`config.mk`:
```
export PLATFORM = sky130hd
export DESIGN_NAME = calc_cmd_sequencer
export DESIGN_NICKNAME = d
export VERILOG_FILES = /design/src/rtl/calc_pkg.sv /design/src/rtl/calc_key_fifo.sv /design/src/rtl/calc_cmd_sequencer.sv
export SDC_FILE = /design/constraint.sdc
export NUM_CORES = 1
export LEC_CHECK = 0
export CORE_MARGIN = 4
export CORE_UTILIZATION = 39
export CTS_CLUSTER_DIAMETER = 150
export DETAILED_ROUTE_END_ITERATION = 16
export DONT_BUFFER_PORTS = 1
export PLACE_DENSITY = 0.64
export SLEW_MARGIN = 5
export SYNTH_ARGS = -nofsm -noshare
export SYNTH_HDL_FRONTEND = slang
export SYNTH_HIERARCHICAL = 1
export SYNTH_SLANG_ARGS = --single-unit
```
`constraint.sdc`:
```
create_clock -name clock -period 4.5 [get_ports clock]
set_input_delay 0.9 -clock clock [delete_from_list [all_inputs] [get_ports clock]]
set_output_delay 0.9 -clock clock [all_outputs]
set_load 0.01 [all_outputs]
```
`src/rtl/calc_pkg.sv`:
```
// Shared status codes, command codes and sequencer state type for the calculator
// command path.
package calc_pkg;

    localparam logic [1:0] ST_ERROR = 2'b00;
    localparam logic [1:0] ST_BUSY  = 2'b01;
    localparam logic [1:0] ST_READY = 2'b10;

    localparam logic [3:0] CMD_ADD  = 4'hA;
    localparam logic [3:0] CMD_SUB  = 4'hB;
    localparam logic [3:0] CMD_MUL  = 4'hC;
    localparam logic [3:0] CMD_EQ   = 4'hE;
    localparam logic [3:0] CMD_BKSP = 4'hF;

    typedef enum logic [1:0] {
        IDLE,
        WAIT_ACK,
        WAIT_READY,
        FAULT
    } seq_state_t;

endpackage

```
`src/rtl/calc_key_fifo.sv`:
```
// DEPTH x 4 synchronous key FIFO with occupancy count and a synchronous flush.
// The head entry is presented combinationally on rdata.
module calc_key_fifo #(
    parameter int unsigned DEPTH = 8
) (
    input  logic                         clock,
    input  logic                         reset,
    input  logic                         flush,
    input  logic                         push,
    input  logic                         pop,
    input  logic [3:0]                   wdata,
    output logic [3:0]                   rdata,
    output logic                         full,
    output logic                         empty,
    output logic [$clog2(DEPTH+1)-1:0]   count
);

    localparam int unsigned AW = $clog2(DEPTH);
    localparam int unsigned CW = $clog2(DEPTH + 1);

    logic [3:0]    mem [DEPTH];
    logic [AW-1:0] wr_ptr;
    logic [AW-1:0] rd_ptr;
    logic          do_push;
    logic          do_pop;

    assign full    = (count == CW'(DEPTH));
    assign empty   = (count == '0);
    assign do_push = push & ~full;
    assign do_pop  = pop & ~empty;
    assign rdata   = mem[rd_ptr];

    always_ff @(posedge clock) begin
        if (reset || flush) begin
            wr_ptr <= '0;
            rd_ptr <= '0;
            count  <= '0;
        end else begin
            // DEPTH is a power of two, so pointers wrap naturally.
            if (do_push) wr_ptr <= wr_ptr + 1'b1;
            if (do_pop)  rd_ptr <= rd_ptr + 1'b1;
            if (do_push && !do_pop) begin
                count <= count + 1'b1;
            end else if (do_pop && !do_push) begin
                count <= count - 1'b1;
            end
        end
    end

    always_ff @(posedge clock) begin
        if (do_push && !flush && !reset) mem[wr_ptr] <= wdata;
    end

endmodule

```
`src/rtl/calc_cmd_sequencer.sv`:
```
// Queues keypad codes and issues them one at a time to the calculator core,
// handshaking each against the core status with a bounded acknowledge wait.
module calc_cmd_sequencer
    import calc_pkg::*;
#(
    parameter int unsigned DEPTH    = 8,
    parameter int unsigned TIMEOUT  = 64,
    parameter logic [3:0]  IDLE_CMD = 4'hD
) (
    input  logic                         clock,
    input  logic                         reset,
    input  logic                         key_valid,
    input  logic [3:0]                   key_code,
    output logic                         key_ready,
    input  logic [1:0]                   calc_status,
    output logic [3:0]                   cmd,
    output logic                         cmd_valid,
    output logic [$clog2(DEPTH+1)-1:0]   fifo_count,
    output logic                         timeout,
    output logic                         fault,
    output logic [7:0]                   issued_cnt
);

    localparam int unsigned TW = $clog2(TIMEOUT);
    localparam logic [TW-1:0] TIMER_MAX = TW'(TIMEOUT - 1);

    seq_state_t    state;
    logic [TW-1:0] timer;
    logic          fifo_full;
    logic          fifo_empty;
    logic [3:0]    head;
    logic          push;
    logic          pop;
    logic          st_busy;

    // Encoding 11 is not defined by the core and is handled as busy.
    assign st_busy   = (calc_status == ST_BUSY) || (calc_status == 2'b11);
    assign key_ready = ~fifo_full & ~fault;
    assign push      = key_valid & key_ready;
    assign pop       = (state == IDLE) & ~fifo_empty & (calc_status == ST_READY);

    calc_key_fifo #(
        .DEPTH (DEPTH)
    ) u_fifo (
        .clock (clock),
        .reset (reset),
        .flush (state == FAULT),
        .push  (push),
        .pop   (pop),
        .wdata (key_code),
        .rdata (head),
        .full  (fifo_full),
        .empty (fifo_empty),
        .count (fifo_count)
    );

    always_ff @(posedge clock) begin
        if (reset) begin
            state      <= IDLE;
            cmd        <= IDLE_CMD;
            cmd_valid  <= 1'b0;
            timeout    <= 1'b0;
            fault      <= 1'b0;
            issued_cnt <= 8'd0;
            timer      <= '0;
        end else begin
            timeout <= 1'b0;
            unique case (state)
                IDLE: begin
                    if (pop) begin
                        cmd       <= head;
                        cmd_valid <= 1'b1;
                        timer     <= '0;
                        state     <= WAIT_ACK;
                    end
                end
                WAIT_ACK: begin
                    if (calc_status == ST_ERROR) begin
                        cmd_valid <= 1'b0;
                        cmd       <= IDLE_CMD;
                        fault     <= 1'b1;
                        state     <= FAULT;
                    end else if (st_busy) begin
                        cmd_valid  <= 1'b0;
                        cmd        <= IDLE_CMD;
                        issued_cnt <= issued_cnt + 8'd1;
                        state      <= WAIT_READY;
                    end else if (timer == TIMER_MAX) begin
                        cmd_valid <= 1'b0;
                        cmd       <= IDLE_CMD;
                        timeout   <= 1'b1;
                        state     <= IDLE;
                    end else begin
                        timer <= timer + 1'b1;
                    end
                end
                WAIT_READY: begin
                    if (calc_status == ST_ERROR) begin
                        fault <= 1'b1;
                        state <= FAULT;
                    end else if (calc_status == ST_READY) begin
                        state <= IDLE;
                    end
                end
                FAULT: begin
                    fault     <= 1'b1;
                    cmd_valid <= 1'b0;
                    cmd       <= IDLE_CMD;
                end
                default: state <= IDLE;
            endcase
        end
    end

endmodule

```
* After elaboration in Yosys (flattened, before gate mapping)
Memory sizes are Yosys's and may differ from the RTL's. A register that Yosys moved wholly into a read port is not among the register bits.
Index checks and enable logic that the tools add are counted.
** Storage, ports and cells
- Register bits after elaboration :: 33
- Bits in writable memories :: 32
- Bits of input ports :: 9
- Logic and storage cells :: 99
- Memories kept :: 1
** Memories
- u_fifo.mem :: depth 8, width 4, read ports 1, clocked after Yosys merged registers in 1, wr ports 1, RTL line calc_key_fifo.sv:21 : logic [3:0] mem [DEPTH];
** Operators by class
- $add $sub $neg :: 6
- Equality and inequality tests :: 15
- Multiplexer cells :: 31
- Bitwise gates (word level) :: 11
- Reduce and logical (&&, ||, !) cells :: 25
** Operators by type and width (number)
- $mux W4 :: 6
- $mux W6 :: 4
- $mux W2 :: 6
- $pmux W4 S3 :: 1
- $pmux W6 S2 :: 1
- $add A8 B1 Y8 const B :: 1
- $eq A2 B2 Y1 const B :: 4
- $mux W1 :: 8
- $add A3 B1 Y3 const B :: 2
- $add A6 B1 Y6 const B :: 1
- $and A1 B1 Y1 :: 6
- $eq A6 B6 Y1 const B :: 1
- $mux W3 :: 2
- $ne A2 B2 Y1 const B :: 3
- $pmux W2 S3 :: 1
- $reduce_and A3 Y1 :: 2
- $reduce_bool A2 Y1 :: 3
- $reduce_bool A3 Y1 :: 2
- $not A1 Y1 :: 5
- $reduce_and A5 Y1 :: 1
- $add A4 B1 Y4 const B :: 1
- $eq A2 B1 Y1 const B :: 2
- $eq A4 B4 Y1 const B :: 1
- $logic_and A1 B1 Y1 :: 4
- other kinds (14) :: 20

* Longest topological paths before layout
Gate-level depths: netlist of the first run.
- Depth in word-level cells :: 9
- Mapped depth :: 13
- Depth with buffers taken out :: 12

* Cells and area by module
Netlist of the first run, hierarchy kept.
** By module, submodules not included
- calc_key_fifo :: instances 1, cells each 121, area each 1869.3 um^2
- calc_cmd_sequencer :: instances 1, cells each 126, area each 1157.4 um^2

* Worst setup path after synthesis of the first run
No wires, ideal clock.
- Kind :: flip-flop to flip-flop
- Start :: register u_fifo.count[0]
- End :: register u_fifo.count[3]
- Library setup time :: 0.116 ns
- Data arrival time :: 2.672 ns
- Slack :: 1.712 ns
- Cell stages (with the launch flop) :: 14
- Period minus slack after synthesis :: 2.788 ns
- Cell sequence :: dfxtp_1 or4b_4 inv_1 nor2_1 and2_1 and2_1 buf_6 ha_1 inv_1 ha_1 a21oi_1 a211o_1 a211oi_1 a31o_2
** Between the ends
- Cells in the longest elaborated chain, start to end :: 8
** RTL lines
- from (decl) :: RTL line calc_key_fifo.sv:15 : output logic [$clog2(DEPTH+1)-1:0] count
- from (signal assigned) :: RTL line calc_key_fifo.sv:43 : count <= count + 1'b1;
- from (signal assigned) :: RTL line calc_key_fifo.sv:45 : count <= count - 1'b1;
- $eq A4 B4 Y1 * :: RTL line calc_key_fifo.sv:27 : assign full = (count == CW'(DEPTH));
- net fifo_full :: RTL line calc_cmd_sequencer.sv:29 : logic fifo_full;
- $not A1 Y1 * :: RTL line calc_cmd_sequencer.sv:38 : assign key_ready = ~fifo_full & ~fault;
- $and A1 B1 Y1 * :: RTL line calc_cmd_sequencer.sv:38
- net key_ready :: RTL line calc_cmd_sequencer.sv:14 : output logic key_ready,
- $and A1 B1 Y1 * :: RTL line calc_cmd_sequencer.sv:39 : assign push = key_valid & key_ready;
- net push :: RTL line calc_cmd_sequencer.sv:32 : logic push;
- $and A1 B1 Y1 * :: RTL line calc_key_fifo.sv:29 : assign do_push = push & ~full;
- net u_fifo.do_push :: RTL line calc_key_fifo.sv:24 : logic do_push;
- $logic_not A1 Y1 :: RTL line calc_key_fifo.sv:44 : end else if (do_pop && !do_push) begin
- $logic_and A1 B1 Y1 :: RTL line calc_key_fifo.sv:44
- $reduce_bool A2 Y1 (no line)
The timed path passes the listed nets; every way through them passes the cells marked *. The select of a mux whose other input is x is not followed.
A chain may end at the register's enable or synchronous reset.

* Worst setup path in the final report of the first run
- Start :: register u_fifo.count[0]
- End :: register u_fifo.count[3]
** Between the ends
- Cells in the longest elaborated chain, start to end :: 8
** RTL lines (RTL line)
- $eq A4 B4 Y1 * :: calc_key_fifo.sv:27
- net fifo_full :: calc_cmd_sequencer.sv:29
- $not A1 Y1 * :: calc_cmd_sequencer.sv:38
- $and A1 B1 Y1 * :: calc_cmd_sequencer.sv:38
- net key_ready :: calc_cmd_sequencer.sv:14
- $and A1 B1 Y1 * :: calc_cmd_sequencer.sv:39
- net push :: calc_cmd_sequencer.sv:32
- $and A1 B1 Y1 * :: calc_key_fifo.sv:29
- $logic_not A1 Y1 :: calc_key_fifo.sv:44
- $logic_and A1 B1 Y1 :: calc_key_fifo.sv:44
- $reduce_bool A2 Y1 (no line)
Marks and branches as above.

==> flow_summary.toml, run 1 <==
[flow_run]
maxCapViolCount = 0

[sta]
final.setup.tns_ns = 0
maxSlewViolCount = 0
final.setup_skew_ns = 0.008670
min_period_ns = 3.041
final-hold-violation-count = 0
post_route_setup_slack_ns = 1.459
setup_viol_count_final = 0
clock.fmax_ghz = 0.3289
tightest_slew_ns = 0.7263
finalCritPeriodShare_pct = 67.57
max-slew-margin-rel_pct = 51.21
grt_setup_unrepaired = "false"

[grt]
grt_first_pass_wirelength_um = 9149
first_global_vias = 1785
overflow = 0
pin_count_of_the_biggest_net_entering_global_routing = 23
grtUsageTotal_pct = 13.34
grt_antenna_before_repair = 0

[synth]
syn-mean-instance-area_sq_um = 12.25
ys_types = 52
async_flop_share_pct = 0
synth_top_flop_cell = "sky130_fd_sc_hd__dfxtp_1"
synthesis.yosys.warnings = 6
netlist_instances = 247
synth.yosys.seq_area_share_pct = 55.56
synth.cell_area_sq_um = 3027
synth-edff-count = 32
syn_nets = 268
ys_seq_elements = 68

[floorplanning]
ioPinCount = 29
placementRows = 31
width_of_the_chip_um = 96.10
die_area_sq_um = 9234
core_area_sq_um = 7408
die_y_um = 96.10
effective_utilization_at_floorplan_pct = 40.85

[placed_design]
place_worst_setup_slack_ns = 1.501
count_of_input_and_output_buffers = 0
dpl.hpwl_um = 3941
globalplace.congestion = 0.8013

[pwr]
powerDensity_nw_per_um2 = 519.0
p_leak_nw = 1.152
totalPowerFinal_w = 0.001720
power.ir.vdd_worst_v = 0.0002839

[detailed_routing]
via_per_inst = 5.351
drt_drc_violations_left = 0
route.final.wire_length_um = 5529
via_count = 1889
antenna_left = 0
drt_pre_antenna_iters = 4
drc_marker_count_from_the_first_detailed_route_iteration = 156
route.detailed.wl_per_inst_um = 15.66

[clocking]
post_cts.repair.setup_buffers = 0
tritoncts = "built"
clock-sinks = 68
clk_path_buf_depth = 2
post_cts_clock_slew_at_the_launch_and_capture_registers_of_the_worst_setup_and_hold_paths_ns = 0.07
cts.htree.levels = 3
ctsRootBufferMaster = "sky130_fd_sc_hd__clkbuf_8"
cts-hold-fix-buffers = 0
numCtsBuffers = 9
clock_latency_late_sink_ns = 0.34
cts_resized = 0

[setup_path]
timing.critical_path.from = "u_fifo/count[0]"
setup.worst_path.class = "reg -> reg"
timing.critical_path.arrival_ns = 3.27
crit_chain = "or4b_4 -> inv_1 -> nor2_1 -> and2_1 -> and2_1 -> ha_1 -> inv_1 -> ha_1 -> a21oi_1 -> a211o_1 -> a211oi_1 -> a31o_2"
crit_fanout = 7
ff2ff_setup_slack_ns = 1.46
r2r_cells = 12
cp-start-kind = "flop"
critPathCapture = "u_fifo/count[3]"
r2r_end = "u_fifo/count[3]"
regToRegStartpoint = "u_fifo/count[0]"
worst_path_max_delay_cell = "sky130_fd_sc_hd__or4b_4"
max_stage_delay_ns = 0.59
critPathCaptureType = "flop"
critical_path_required_ns = 4.73

[cells_and_area]
layout.area.seq_sq_um = 1682
multiInputGateArea_sq_um = 1262
nNetsFinal = 270
fill_cells = 675
post_route_cells_drive_above_1_share_pct = 13.39
number_of_diodes = 0
layout-area-overhead-vs-synth_pct = 9.508
commonest_cells_after_routing_fill_and_taps_aside = "sky130_fd_sc_hd__dfxtp_1 (36), sky130_fd_sc_hd__edfxtp_1 (32), sky130_fd_sc_hd__nor2_1 (30), sky130_fd_sc_hd__ha_1 (11), sky130_fd_sc_hd__inv_1 (10)"
most_frequent_standard_cell_in_the_layout_excluding_fill_and_tap_cells = "sky130_fd_sc_hd__dfxtp_1"

[hold_path]
hold_path.class = "reg -> reg"

[run_status]
outcome = "complete, no violations"
-- report_power, final --
part           switching [W]  total [W]  internal, W
Sequential         0.0000923   0.000807     0.000715
Combinational       0.000202   0.000380     0.000177
Clock               0.000220   0.000533     0.000313
Total               0.000515    0.00172      0.00121
-- state kept, by name (all words and copies together) (netlist names), named ones only --
signal         count
u_fifo/rd_ptr      3
state              2
cmd_valid          1
timeout            1
timer              6
fault              1
issued_cnt         8
u_fifo/count       4
u_fifo/mem        32
cmd                4
u_fifo/wr_ptr      3
-- cell families (layout without fill, tap and decap cells) --
family | Yosys count | after routing | synth area share, %
mux | 18 | 18 | 9.425
buf+inv | 19 | 26 | 2.728
fa+ha+maj | 12 | 12 | 5.209
xor+xnor | 13 | 13 | 3.762
compound gates | 36 | 36 | 9.136
simple gates | 81 | 81 | 14.18
flops | 68 | 68 | 55.56
-- Yosys cell counts (2+ instances only) --
master | n | share of area (%)
sky130_fd_sc_hd__dfxtp_1 | 36 | 24
sky130_fd_sc_hd__edfxtp_1 | 32 | 32
sky130_fd_sc_hd__nor2_1 | 30 | 3.7
sky130_fd_sc_hd__ha_1 | 11 | 4.5
sky130_fd_sc_hd__inv_1 | 10 | 1.2
sky130_fd_sc_hd__a21oi_1 | 9 | 1.5
sky130_fd_sc_hd__nand2_1 | 9 | 1.1
sky130_fd_sc_hd__xor2_1 | 9 | 2.6
sky130_fd_sc_hd__mux4_2 | 8 | 6.0
sky130_fd_sc_hd__mux2i_1 | 6 | 2.0
sky130_fd_sc_hd__nand3_1 | 6 | 0.99
sky130_fd_sc_hd__nand4_1 | 6 | 1.2
sky130_fd_sc_hd__and2_1 | 5 | 1.0
sky130_fd_sc_hd__clkbuf_1 | 5 | 0.62
sky130_fd_sc_hd__o21ai_0 | 5 | 0.83
sky130_fd_sc_hd__mux2_2 | 4 | 1.5
sky130_fd_sc_hd__nand2b_1 | 4 | 0.83
sky130_fd_sc_hd__nor3_1 | 4 | 0.66
sky130_fd_sc_hd__xnor2_1 | 4 | 1.2
sky130_fd_sc_hd__buf_2 | 3 | 0.50
sky130_fd_sc_hd__nor4_1 | 3 | 0.62
sky130_fd_sc_hd__o32a_1 | 3 | 0.99
sky130_fd_sc_hd__or3_1 | 3 | 0.62
sky130_fd_sc_hd__a21boi_0 | 2 | 0.50
sky130_fd_sc_hd__and3_1 | 2 | 0.41
sky130_fd_sc_hd__o31ai_1 | 2 | 0.50
-- cell type report --
class	instances	area share (%)
clock inverters	4	2.227
inverters	10	1.133
clock buffers	12	4.077
multi-input cells	160	38.09
well taps	99	3.737
flip-flops and latches	68	50.74
-- critical path: cells and delay by family (launching register included) --
family,cells,cell delay (ns)
adders and majority gates,2,0.54
AOI/OAI and AO/OA,4,0.71
and+or+nand+nor,4,1.05
DFF,1,0.43
buffers and inverters,2,0.21
-- metal layers --
layer	part of all wire, %	routed length [um]	up-vias	global-route usage (%)
met5	0	0	-	0
met1	48	2627	925	17.82
met4	1.6	87	0	4.976
met3	6.7	371	7	6.177
li1	-	-	914	-
met2	44	2442	43	18.80
-- per-stage QoR --
stage	std cells	area (sq um)	util, %	hold slack, ns
after floorplan	247	3027	-	0.4427
after global placement	337	3105	41.92	0.4540
after detailed placement	337	3105	41.92	0.4681
after CTS	353	3314	44.74	0.4800
after global routing	353	3314	44.74	0.5024
final	353	3314	44.74	0.4733
-- worst min-delay path by stage --
stage               endpoint      from  cells past startpoint  slack, ns
floorplan           timer[5]  timer[5]                      2       0.44
global placement    timer[5]  timer[5]                      2       0.45
detailed placement  timer[5]  timer[5]                      2       0.47
CTS                 timer[5]  timer[5]                      2       0.48
global route        timer[5]  timer[5]                      2       0.50
finish              timer[5]  timer[5]                      2       0.47
Power figures use the tool's default switching activity.
==> inputs of run 2 (changes only) <==
==> constraint.sdc (replaced) <==
create_clock -name clock -period 2.8 [get_ports clock]
set_input_delay 0.56 -clock clock [delete_from_list [all_inputs] [get_ports clock]]
set_output_delay 0.56 -clock clock [all_outputs]
set_load 0.01 [all_outputs]
==> flow_summary.toml, run 2 (synthesis gave the netlist of run 1 again) <==
[run_status]
outcome = "complete, no violations"

[cells_and_area]
post_route_cells_drive_above_1_share_pct = 18.32
reg_top3 = "u_fifo/mem (32), issued_cnt (8), timer (6)"
number_of_diodes = 0
nNetsFinal = 278
fraction_of_the_core_area_covered_by_cells_at_the_end_of_the_flow_pct = 45.63
finalInstanceArea_sq_um = 3381
layout-area-overhead-vs-synth_pct = 11.70
commonest_cells_after_routing_fill_and_taps_aside = "sky130_fd_sc_hd__dfxtp_1 (36), sky130_fd_sc_hd__edfxtp_1 (32), sky130_fd_sc_hd__nor2_1 (30), sky130_fd_sc_hd__ha_1 (10)"
fill_cells = 670
largest_register = "u_fifo/mem"
most_frequent_standard_cell_in_the_layout_excluding_fill_and_tap_cells = "sky130_fd_sc_hd__dfxtp_1"
max_ffs_per_register = 32

[setup_path]
r2r_cells = 12
critical_path_required_ns = 3.08
timing.critical_path.from = "u_fifo/count[1]"
critPathCapture = "u_fifo/count[3]"
setup.worst_path.class = "reg -> reg"
cp-start-kind = "flop"
timing.critical_path.arrival_ns = 2.88
ff2ff_setup_slack_ns = 0.21
critPathCaptureType = "flop"
r2r_end = "u_fifo/count[3]"
crit_fanout = 4
regToRegStartpoint = "u_fifo/count[1]"

[floorplanning]
placementRows = 31
effective_utilization_at_floorplan_pct = 40.85
ioPinCount = 29
core_area_sq_um = 7408
die_y_um = 96.10
width_of_the_chip_um = 96.10
die_area_sq_um = 9234

[clocking]
clock-sinks = 68
cts.htree.levels = 3
clk_path_buf_depth = 2
ctsRootBufferMaster = "sky130_fd_sc_hd__clkbuf_8"
numCtsBuffers = 9
clock_latency_late_sink_ns = 0.34
post_cts_clock_slew_at_the_launch_and_capture_registers_of_the_worst_setup_and_hold_paths_ns = 0.08
tritoncts = "built"

[pwr]
powerDensity_nw_per_um2 = 824.3
power.ir.vdd_worst_v = 0.0004560
p_leak_nw = 1.179

[placed_design]
count_of_input_and_output_buffers = 0
dpl.hpwl_um = 3956
dpl-instance-area_sq_um = 3166
globalplace.congestion = 0.7919

[detailed_routing]
via_per_inst = 5.161
route.final.wire_length_um = 5488
drt_pre_antenna_iters = 4
antenna_left = 0
drt_drc_violations_left = 0
drc_marker_count_from_the_first_detailed_route_iteration = 90
via_count = 1863
route.detailed.wl_per_inst_um = 15.20

[sta]
final.setup_skew_ns = 0.009650
clock.fmax_ghz = 0.3854
grt_setup_unrepaired = "false"
min_period_ns = 2.595
tightest_slew_ns = 0.7216
final-hold-violation-count = 0
setup_viol_count_final = 0
finalCritPeriodShare_pct = 92.66
final.setup.tns_ns = 0
maxSlewViolCount = 0
max-slew-margin-rel_pct = 51.52

[grt]
first_global_vias = 1870
grt_first_pass_wirelength_um = 9059
grtUsageTotal_pct = 13.33
pin_count_of_the_biggest_net_entering_global_routing = 23
overflow = 0
grt_antenna_before_repair = 0

[flow_run]
maxCapViolCount = 0

[hold_path]
hold_path.class = "in -> reg"
[run 2: cell count changes in the layout (fill, tap and decap cells not counted), sizes merged]
cell / delta
bufinv: -1
inv: +1
clkinvlp: +3
buf: +8
clkbuf: -3
[run 2: cell type report]
type | count | area (sq um) | area share, %
sequential | 68 | 1682 | 49.74
timing repair buffer | 8 | 60.06 | 1.776
inverter | 10 | 37.54 | 1.110
clock buffer | 9 | 123.9 | 3.664
multi-input combinational | 160 | 1279 | 37.82
tap | 99 | 123.9 | 3.664
clock inverter | 7 | 75.07 | 2.221
[run 2: worst max-delay path, cell delays in order, from the launching register on]
cell	delay [ns]
sky130_fd_sc_hd__dfxtp_1	0.34
sky130_fd_sc_hd__or4b_4	0.53
sky130_fd_sc_hd__inv_1	0.07
sky130_fd_sc_hd__nor2_1	0.05
sky130_fd_sc_hd__and2_1	0.18
sky130_fd_sc_hd__and2_1	0.15
sky130_fd_sc_hd__ha_1	0.22
sky130_fd_sc_hd__inv_2	0.11
sky130_fd_sc_hd__ha_4	0.15
sky130_fd_sc_hd__nand3_1	0.10
sky130_fd_sc_hd__a211o_1	0.29
sky130_fd_sc_hd__a211oi_1	0.21
sky130_fd_sc_hd__a31o_2	0.13
[run 2: power breakdown]
part           leakage (nW)  internal [W]  total, W  switching (W)
registers             0.581       0.00115   0.00126       0.000115
logic                 0.506      0.000351  0.000724       0.000373
clock network        0.0918      0.000413  0.000798       0.000385
[run 2: worst min path at each step]
stage	slack [ns]	cells past startpoint	start	to
CTS	0.25	1	reset	timer[1]
finish	0.28	1	reset	issued_cnt[7]
floorplan	0.44	2	timer[5]	timer[5]
detailed placement	0.47	2	timer[5]	timer[5]
global placement	0.46	2	timer[5]	timer[5]
global route	0.26	1	reset	issued_cnt[7]
[run 2: layer usage]
metal	vias up	part of all wire (%)	wire (um)	track usage, %
li1	934	-	-	-
met1	891	47	2600	16.98
met2	32	44	2434	19.03
met3	6	6.6	362	5.708
met4	0	1.6	90	7.109
met5	-	0	0	0
[run 2: through the flow]
step / power [W] / instances / setup WS [ns] / hold slack [ns]
2_1_floorplan: 0.001815 / 247 / 0.01197 / 0.4427
3_3_place_gp: 0.001980 / 345 / 0.1998 / 0.4568
3_5_place_dp: 0.001997 / 345 / 0.1080 / 0.4699
4_1_cts: 0.002801 / 361 / 0.08020 / 0.2492
5_1_grt: 0.002971 / 361 / 0.03030 / 0.2557
6_report: 0.002787 / 361 / 0.2054 / 0.2786
[run 2: what timing repair did]
action	in CTS	in global routing
hold buffers	0	0
setup buffers	0	0
setup endpoints to repair	0	1
resized for setup	0	3
